$ cat src/rtl/audio_pkg.sv
// Shared types and constants for the audio clip scheduler.
package audio_pkg;

    typedef enum logic [1:0] {
        ST_IDLE  = 2'd0,
        ST_FETCH = 2'd1,
        ST_LOAD  = 2'd2,
        ST_HOLD  = 2'd3
    } state_t;

    localparam int HOLD_TIME_3200HZ = 31250;
    localparam int ADDR_W_DEF       = 17;
    localparam int BRAM_RD_LAT      = 1;

    // Requester id width; a single requester still gets a 1-bit id.
    function automatic int id_w(input int n);
        return (n > 1) ? $clog2(n) : 1;
    endfunction

endpackage

$ cat src/rtl/audio_clip_scheduler_prio_enc.sv
// Fixed-priority encoder over pending requests; the highest index wins.
module pending_prio_enc
    import audio_pkg::*;
#(
    parameter int NUM_REQ = 4,
    parameter int IDW     = id_w(NUM_REQ)
) (
    input  logic [NUM_REQ-1:0] pend_i,
    input  logic [IDW-1:0]     act_i,
    output logic               any_o,
    output logic [IDW-1:0]     sel_o,
    output logic               ge_o
);

    always_comb begin
        any_o = |pend_i;
        sel_o = '0;
        for (int i = 0; i < NUM_REQ; i++) begin
            if (pend_i[i]) sel_o = IDW'(i);
        end
        // ">=" so that a re-request of the playing id restarts it
        ge_o = any_o && (sel_o >= act_i);
    end

endmodule

$ cat src/rtl/audio_clip_scheduler.sv
// Shares one sample BRAM among NUM_REQ clip players; the granted clip is
// streamed one sample per HOLD_TIME clocks and held on amp_out.
module audio_clip_scheduler
    import audio_pkg::*;
#(
    parameter int NUM_REQ   = 4,
    parameter int ADDR_W    = ADDR_W_DEF,
    parameter int HOLD_TIME = HOLD_TIME_3200HZ
) (
    input  logic                      clk,
    input  logic                      rst,
    input  logic [NUM_REQ-1:0]        req,
    input  logic [NUM_REQ*ADDR_W-1:0] req_base,
    input  logic [NUM_REQ*ADDR_W-1:0] req_len,
    input  logic [NUM_REQ-1:0]        req_loop,
    input  logic                      stop,
    output logic [ADDR_W-1:0]         mem_addr,
    output logic                      mem_en,
    input  logic [15:0]               mem_data,
    output logic signed [15:0]        amp_out,
    output logic                      busy,
    output logic [id_w(NUM_REQ)-1:0]  active_id,
    output logic [NUM_REQ-1:0]        done
);

    localparam int IDW = id_w(NUM_REQ);
    localparam int HCW = $clog2(HOLD_TIME);
    // Boundary leaves room for FETCH plus the BRAM latency before the next LOAD.
    localparam logic [HCW-1:0] HC_BOUND = HCW'(HOLD_TIME - 2 - BRAM_RD_LAT);
    localparam logic [HCW-1:0] HC_LAST  = HCW'(HOLD_TIME - 1);

    state_t                          state_q;
    logic [NUM_REQ-1:0]              pend_q, pend_d;
    logic [NUM_REQ-1:0][ADDR_W-1:0]  base_q, len_q;
    logic [NUM_REQ-1:0]              loop_q;
    logic [ADDR_W-1:0]               addr_q, remain_q;
    logic [HCW-1:0]                  hold_q;
    logic [15:0]                     amp_q;
    logic                            mem_en_q;
    logic [IDW-1:0]                  act_q;
    logic [NUM_REQ-1:0]              done_q;

    logic [NUM_REQ-1:0] cap, grant_oh;
    logic               any, ge, take;
    logic [IDW-1:0]     sel;

    pending_prio_enc #(.NUM_REQ(NUM_REQ), .IDW(IDW)) u_enc (
        .pend_i (pend_q),
        .act_i  (act_q),
        .any_o  (any),
        .sel_o  (sel),
        .ge_o   (ge)
    );

    always_comb begin
        for (int i = 0; i < NUM_REQ; i++) begin
            cap[i] = req[i] && (req_len[i*ADDR_W +: ADDR_W] != '0);
        end
    end

    // A grant happens from IDLE, or as a preemption at a sample boundary.
    assign take = (state_q == ST_IDLE && any) ||
                  (state_q == ST_HOLD && hold_q == HC_BOUND && ge);

    // A capture in the same cycle as a grant of that id keeps the bit set.
    always_comb begin
        grant_oh = '0;
        if (take) grant_oh[sel] = 1'b1;
        pend_d = (pend_q & ~grant_oh) | cap;
        if (stop) pend_d = '0;
    end

    always_ff @(posedge clk) begin
        if (!rst) begin
            state_q  <= ST_IDLE;
            pend_q   <= '0;
            base_q   <= '0;
            len_q    <= '0;
            loop_q   <= '0;
            addr_q   <= '0;
            remain_q <= '0;
            hold_q   <= '0;
            amp_q    <= '0;
            mem_en_q <= 1'b0;
            act_q    <= '0;
            done_q   <= '0;
        end else begin
            pend_q   <= pend_d;
            mem_en_q <= 1'b0;
            done_q   <= '0;
            for (int i = 0; i < NUM_REQ; i++) begin
                if (cap[i] && !stop) begin
                    base_q[i] <= req_base[i*ADDR_W +: ADDR_W];
                    len_q[i]  <= req_len[i*ADDR_W +: ADDR_W];
                    loop_q[i] <= req_loop[i];
                end
            end
            if (stop) begin
                state_q <= ST_IDLE;
                amp_q   <= '0;
                act_q   <= '0;
            end else if (take) begin
                act_q    <= sel;
                addr_q   <= base_q[sel];
                remain_q <= len_q[sel];
                mem_en_q <= 1'b1;
                state_q  <= ST_FETCH;
            end else begin
                case (state_q)
                    ST_FETCH: state_q <= ST_LOAD;
                    ST_LOAD: begin
                        amp_q   <= mem_data;
                        hold_q  <= '0;
                        state_q <= ST_HOLD;
                    end
                    ST_HOLD: begin
                        if (hold_q == HC_BOUND && remain_q > ADDR_W'(1)) begin
                            addr_q   <= addr_q + ADDR_W'(1);
                            remain_q <= remain_q - ADDR_W'(1);
                            mem_en_q <= 1'b1;
                            state_q  <= ST_FETCH;
                        end else if (hold_q == HC_BOUND && loop_q[act_q]) begin
                            addr_q   <= base_q[act_q];
                            remain_q <= len_q[act_q];
                            mem_en_q <= 1'b1;
                            state_q  <= ST_FETCH;
                        end else if (hold_q == HC_LAST) begin
                            // Final sample of a one-shot clip is held a full period.
                            done_q[act_q] <= 1'b1;
                            amp_q         <= '0;
                            act_q         <= '0;
                            state_q       <= ST_IDLE;
                        end else begin
                            hold_q <= hold_q + HCW'(1);
                        end
                    end
                    default: ;
                endcase
            end
        end
    end

    assign mem_addr  = addr_q;
    assign mem_en    = mem_en_q;
    assign amp_out   = amp_q;
    assign busy      = (state_q != ST_IDLE);
    assign active_id = act_q;
    assign done      = done_q;

endmodule

$ cat config.mk
export PLATFORM = sky130hd
export DESIGN_NAME = audio_clip_scheduler
export DESIGN_NICKNAME = d
export VERILOG_FILES = /design/src/rtl/audio_pkg.sv /design/src/rtl/audio_clip_scheduler_prio_enc.sv /design/src/rtl/audio_clip_scheduler.sv
export SDC_FILE = /design/constraint.sdc
export NUM_CORES = 1
export LEC_CHECK = 0
export ABC_AREA = 1
export CAP_MARGIN = 25
export CORE_UTILIZATION = 50
export CTS_CLUSTER_DIAMETER = 100
export DETAILED_ROUTE_END_ITERATION = 16
export PLACE_DENSITY = 0.81
export REMOVE_ABC_BUFFERS = 1
export SKIP_CTS_REPAIR_TIMING = 1
export SYNTH_ARGS = -nofsm -noshare
export SYNTH_HDL_FRONTEND = slang
export SYNTH_SLANG_ARGS = --single-unit
export TNS_END_PERCENT = 5
$ cat constraint.sdc
create_clock -name clk -period 7.89 [get_ports clk]
set_clock_uncertainty 0.15 [all_clocks]
set_input_delay 1.578 -clock clk [delete_from_list [all_inputs] [get_ports clk]]
set_output_delay 1.578 -clock clk [all_outputs]
set_load 0.005 [all_outputs]
# Yosys cells after proc, flatten, opt, wreduce, memory -nomap -nowiden
# Index checks and enable logic that the tools add are counted.
[word_totals] register_bits=218 latchBits=0 ram_bits=0 rom_bits=0 input_bits=163 out_inout_bits=41 elab_cells=139 memories=0
[classes] n_addsub=3 mul=0 div=0 n_lt_le_gt_ge=6 n_eq_ne=13 shifts=0 muxes=47 bitwise=8 reduce_logical=40
[ops] operator="17-bit 2-to-1 mux" n=12
[ops] operator="17-bit binary-select mux with 2-bit select" n=4
[ops] operator="17-bit nonzero test" n=4
[ops] operator="16-bit 2-to-1 mux" n=3
[ops] operator="15-bit 2-to-1 mux" n=3
[ops] operator="16-bit one-hot mux with 2 select lines" n=1
[ops] operator="15-bit == test, second input constant" n=2
[ops] operator="15-bit one-hot mux with 2 select lines" n=1
[ops] operator="2-bit 2-to-1 mux" n=9
[ops] operator="17-bit by 1-bit adder with 17-bit output, second input constant" n=1
[ops] operator="17-bit by 1-bit > comparator with 1-bit output, second input constant" n=1
[ops] operator="17-bit by 1-bit subtractor with 17-bit output, second input constant" n=1
[ops] operator="1-bit logical AND" n=16
[ops] operator="15-bit by 1-bit adder with 15-bit output, second input constant" n=1
[ops] operator="2-bit != test, second input constant" n=5
[ops] operator="1-bit 2-to-1 mux" n=9
[ops] operator="2-bit nonzero test" n=4
[ops] operator="7-bit OR reduction" n=1
[ops] operator="2-bit by 3-bit < comparator with 1-bit output, second input constant" n=2
[ops] operator="2-bit one-hot mux with 3 select lines" n=1
[ops] operator="6-bit AND reduction" n=1
[ops] operator="3-bit nonzero test" n=2
[ops] operator="5-bit by 2-bit != test with 1-bit output, second input constant" n=1
[ops] operator="1-bit NOT" n=5
[ops] operator="23 further kinds" n=27

# Logic depth before layout (Yosys ltp)
[depth] depth_word=11 depth_mapped=15 depth_no_buf=14

# Hierarchy
# Synthesis repeated with hierarchy kept, for this count alone.
[hier_totals] hier_cells=1995 hier_area_um2=12293.0
[modules_own_cells] mod="audio_clip_scheduler" instances=1 cells_each=1978 area_per_inst_um2=12203.0 seq_area_each_um2=4364.2
[modules_own_cells] mod="pending_prio_enc" instances=1 cells_each=17 area_per_inst_um2=90.1 seq_area_each_um2=0.0

# Least setup slack after synthesis
# OpenSTA, ideal clock, no wires.
[synth_timing] path_kind="input -> register" from="input req_len[57]" to="register base_q[51] in the netlist's numbering" setup_ps=128 arrival_time_ps=2681 setup_slack_ps=4930 path_stages=6 path_buffers=2 path_cell_list="nor4_1 -> nand4_1 -> nand3_1 -> clkbuf_1 -> clkbuf_1 -> a21oi_1"
[synth_between] elab_chain_len=3
[synth_rtl] item="start, declared" line_no="audio_clip_scheduler.sv:14" text="input logic [NUM_REQ*ADDR_W-1:0] req_len,"
[synth_rtl] item="17-bit nonzero test" line_no="audio_clip_scheduler.sv:57" text="cap[i] = req[i] && (req_len[i*ADDR_W +: ADDR_W] != '0);"
[synth_rtl] item="1-bit logical AND" line_no="audio_clip_scheduler.sv:57"
[synth_rtl] item="1-bit logical AND" line_no="audio_clip_scheduler.sv:92" text="if (cap[i] && !stop) begin"
[synth_rtl] item="end signal, assigned by index" line_no="audio_clip_scheduler.sv:93" text="base_q[i] <= req_base[i*ADDR_W +: ADDR_W];"
[synth_rtl] item="end, declared" line_no="audio_clip_scheduler.sv:34" text="logic [NUM_REQ-1:0][ADDR_W-1:0] base_q, len_q;"
# Every way passes these cells.
# A chain may end at the register's enable or synchronous reset.

# Worst setup path in the final report
[layout_timing] from="register pend_q[3]" to="register remain_q[7]"
[layout_between] elab_chain_len=7 word_cells_on_any_way=13 classes_between="1 x order compare; 4 x mux; 8 x reduce/logical"
[layout_rtl] item="start, declared" line_no="audio_clip_scheduler.sv:33" text="logic [NUM_REQ-1:0] pend_q, pend_d;"
[layout_rtl] item="start signal, assigned" line_no="audio_clip_scheduler.sv:88" text="pend_q <= pend_d;"
[layout_rtl] item="2-bit 2-to-1 mux" line_no="audio_clip_scheduler_prio_enc.sv:19" text="if (pend_i[i]) sel_o = IDW'(i);"
[layout_rtl] item="2-bit greater-or-equal comparator" line_no="audio_clip_scheduler_prio_enc.sv:22" text="ge_o = any_o && (sel_o >= act_i);"
[layout_rtl] item="1-bit logical AND" line_no="audio_clip_scheduler_prio_enc.sv:22"
[layout_rtl] item="1-bit logical AND" line_no="audio_clip_scheduler.sv:63" text="(state_q == ST_HOLD && hold_q == HC_BOUND && ge);"
[layout_rtl] item="1-bit logical OR" line_no="audio_clip_scheduler.sv:62" text="assign take = (state_q == ST_IDLE && any) ||"
[layout_rtl] item="3-bit nonzero test (no source line) or 2-bit nonzero test (tied branches)"
[layout_rtl] item="3-bit AND reduction (no source line)"
[layout_rtl] item="end signal, assigned" line_no="audio_clip_scheduler.sv:105" text="remain_q <= len_q[sel];"
[layout_rtl] item="end signal, assigned" line_no="audio_clip_scheduler.sv:119" text="remain_q <= remain_q - ADDR_W'(1);"
[layout_rtl] item="end signal, assigned" line_no="audio_clip_scheduler.sv:124" text="remain_q <= len_q[act_q];"
[layout_rtl] item="end, declared" line_no="audio_clip_scheduler.sv:36" text="logic [ADDR_W-1:0] addr_q, remain_q;"
# Several ways; a longest one is shown, not always the timed one. The select of a mux whose other input is x is not followed.

==> out/qor.yml <==
clk_pin_slew_worst_paths_ps: 60
grt_max_degree: 96
maxCapViolations: 0
power_density_nw_per_um2: 193
final.min_clock_period_ps: 4740
max_stage_delay_ps: 1030
cp_slowest_cell: "dfxtp_1"
hpwl_microns: 27500
syn_inst: 1875
cp.required_ps: 8150
path_cells: "inv_4 > nand2_4 > ha_1 > o21ai_0 > nand2_1 > nand2_1 > nor2_2 > nor2_8 > nand3_2 > nand2_2 > nand2_1 > nand2_1 > nor2_1"
yosysWarnings: 0
htree_levels: 1
cts_made_buffers: 24
die_h_microns: 157
rows: 56
clock_path_buffers: 3
synth_largest_area_cell: "dfxtp_1"
hold_viol: 0
cp-start-kind: "flip-flop"
die_x_microns: 157
drt-total-wl_microns: 41500
initial_core_util_pct: 51.2
synth_common_cells: "nand2_1 (407), nor2_1 (297), dfxtp_1 (218)"
synth-edff-count: 0
nNetsFinal: 2181
synthTopCellsByArea: "dfxtp_1 (36%), nand2_1 (13%), nor2_1 (9.2%), o21ai_0 (7.7%), a21oi_1 (7.5%)"
power.leakage_nw: 5.93
ys_seq_elements: 218
ant_nets: 0
cts_tree: "built"
cp_max_fo: 46
first_pass_iters: 5
synth_top_area_share_pct: 36.2
synth_most_common_cell: "nand2_1"
cts_sinks: 218
synthDistinctLibCells: 42
critPathArrivalTime_ps: 5000
avgRoutedWirePerCell_microns: 17.7
syn_area_per_cell_sq_um: 6.43
setup_tns_ps: 0
path_class: "reg2reg"
grt_usage_pct: 33.0
die_area_sq_um: 24800
clkLatencyLatePin_ps: 540
gp_congestion: 0.956
dp_slack_ps: 2940
drive_above_1_share_pct: 4.11
antenna_cells: 0
rsz0062_at_grt: "false"
status: "finished clean"
cp-end-kind: "flip-flop"
area_growth_pct: 23.7
grt_pass1_vias: 12499
syn-cell-area_sq_um: 12100
tightestPinTransition_ps: 1110
grt_antenna_before_repair: 0
cpMostUsedCell: "nand2_1"
crit_buf_inv: 1
root_buffer: "clkbuf_16"
fin_ws_ps: 3150
synth_seq_area_share_pct: 36.2
portBuffers: 203
hold_path.class: "reg2reg"
core_sq_um: 23500
setup_viol: 0
finalMaxSlewViolations: 0
slew_headroom_pct: 25.7
synth_async_sr_flop_share_pct: 0
whs_ps: 313
grt_pass1_wl_microns: 64100
ios: 204
peakVddDrop_mv: 0.132
ys_dominant_reg_cell: "dfxtp_1"
crit_family: "simple AND/OR/NAND/NOR gates"
drc_errors: 0
final.period_utilization_pct: 60.0
drt_iter0_drc: 1361
viasPerCell: 5.75
overflow: 0
fmax_mhz: 211
vias: 13458
-- worst min-delay path, cell delays in order, from the launching register on --
cell and delay (ps):
dfxtp_1 320, inv_1 50, a21oi_1 50
-- metrics by stage --
step	util [%]	instances	instance area, sq um	total power [mW]
after floorplan	-	1761	11600	1.55
after global placement	60.0	2296	14100	1.79
after detailed placement	60.1	2297	14100	1.81
after CTS	63.2	2337	14900	2.87
after global routing	63.4	2339	14900	3.00
final	63.4	2339	14900	2.88
-- path summary, 6_finish.rpt --
check	startpoint	end	slack (ps)	depth (start not counted)
setup reg to reg	pend_q[3]$_SDFF_PP0_	remain_q[7]$_SDFFE_PN0P_	3150	13
hold reg to reg	loop_q[1]$_SDFFE_PN0P_	loop_q[1]$_SDFFE_PN0P_	310	2
hold / removal	loop_q[1]$_SDFFE_PN0P_	loop_q[1]$_SDFFE_PN0P_	310	2
setup / recovery	pend_q[3]$_SDFF_PP0_	remain_q[7]$_SDFFE_PN0P_	3150	13
-- flip-flops by register name, summed over array words and instances (netlist names) --
register	flops
base_q	68
len_q	68
mem_addr	17
remain_q	17
amp_out	16
hold_q	15
done	4
loop_q	4
pend_q	4
active_id	2
state_q	2
mem_en	1
-- final cells by class --
| type | instances | area (sq um) |
|---|---|---|
| fillers | 2180 | 8610 |
| multi-input cells | 1364 | 6560 |
| flip-flops and latches | 218 | 4360 |
| repair buffers | 219 | 2190 |
| inverters | 179 | 674 |
| clock buffers | 34 | 668 |
| well taps | 319 | 399 |
| clock inverters | 6 | 72.6 |
-- layout by cell type (no fill, tap or decap), types with 2 or more instances in the layout --
cell type and count:
nand3_1 56, nor4_1 7, a21boi_1 18, clkdlybuf4s50_1 202, a22oi_1 4, a211oi_1 15, nor2_8 2, nand2_1 406
o221ai_1 11, nor2_1 294, o211ai_1 2, ha_1 12, nand4_1 43, clkbuf_16 24, clkinv_2 2, a21oi_1 180
nor3b_1 2, inv_1 173, nor2_2 8, nand3_2 9, clkbuf_8 3, o22ai_1 46, o21ai_1 3, xor2_1 24
clkbuf_1 7, clkinv_1 2, nor3_1 11, o2111ai_1 4, xnor2_1 3, nand2_2 4, o21ai_0 186, buf_4 14
dfxtp_1 218, inv_2 3, nand3b_1 5
-- per-layer routing --
layer | up-vias | global-route usage (%) | share of wire (%)
li1 | 6411 | - | -
met1 | 6081 | 41.7 | 39
met2 | 792 | 53.8 | 45
met3 | 174 | 6.61 | 11
met4 | 0 | 15.7 | 5.0
met5 | - | 0 | 0
-- logic make-up after synthesis --
| group | after synthesis | share of synthesized area, % |
|---|---|---|
| xor gates and xnor gates | 27 | 1.96 |
| AOI/OAI and AO/OA | 473 | 21.5 |
| buffers and inverters | 293 | 9.73 |
| adders and majority gates | 12 | 1.24 |
| DFF | 218 | 36.2 |
| and+or+nand+nor | 852 | 29.4 |
-- report_power, final --
part           switching [mW]  internal (mW)  leakage [nW]  total, mW
clock                   0.459          0.620         0.359       1.08
sequential             0.0592           1.17          1.79       1.23
combinational           0.348          0.227          3.78      0.575
No activity file was read; power rests on OpenSTA's default activity.
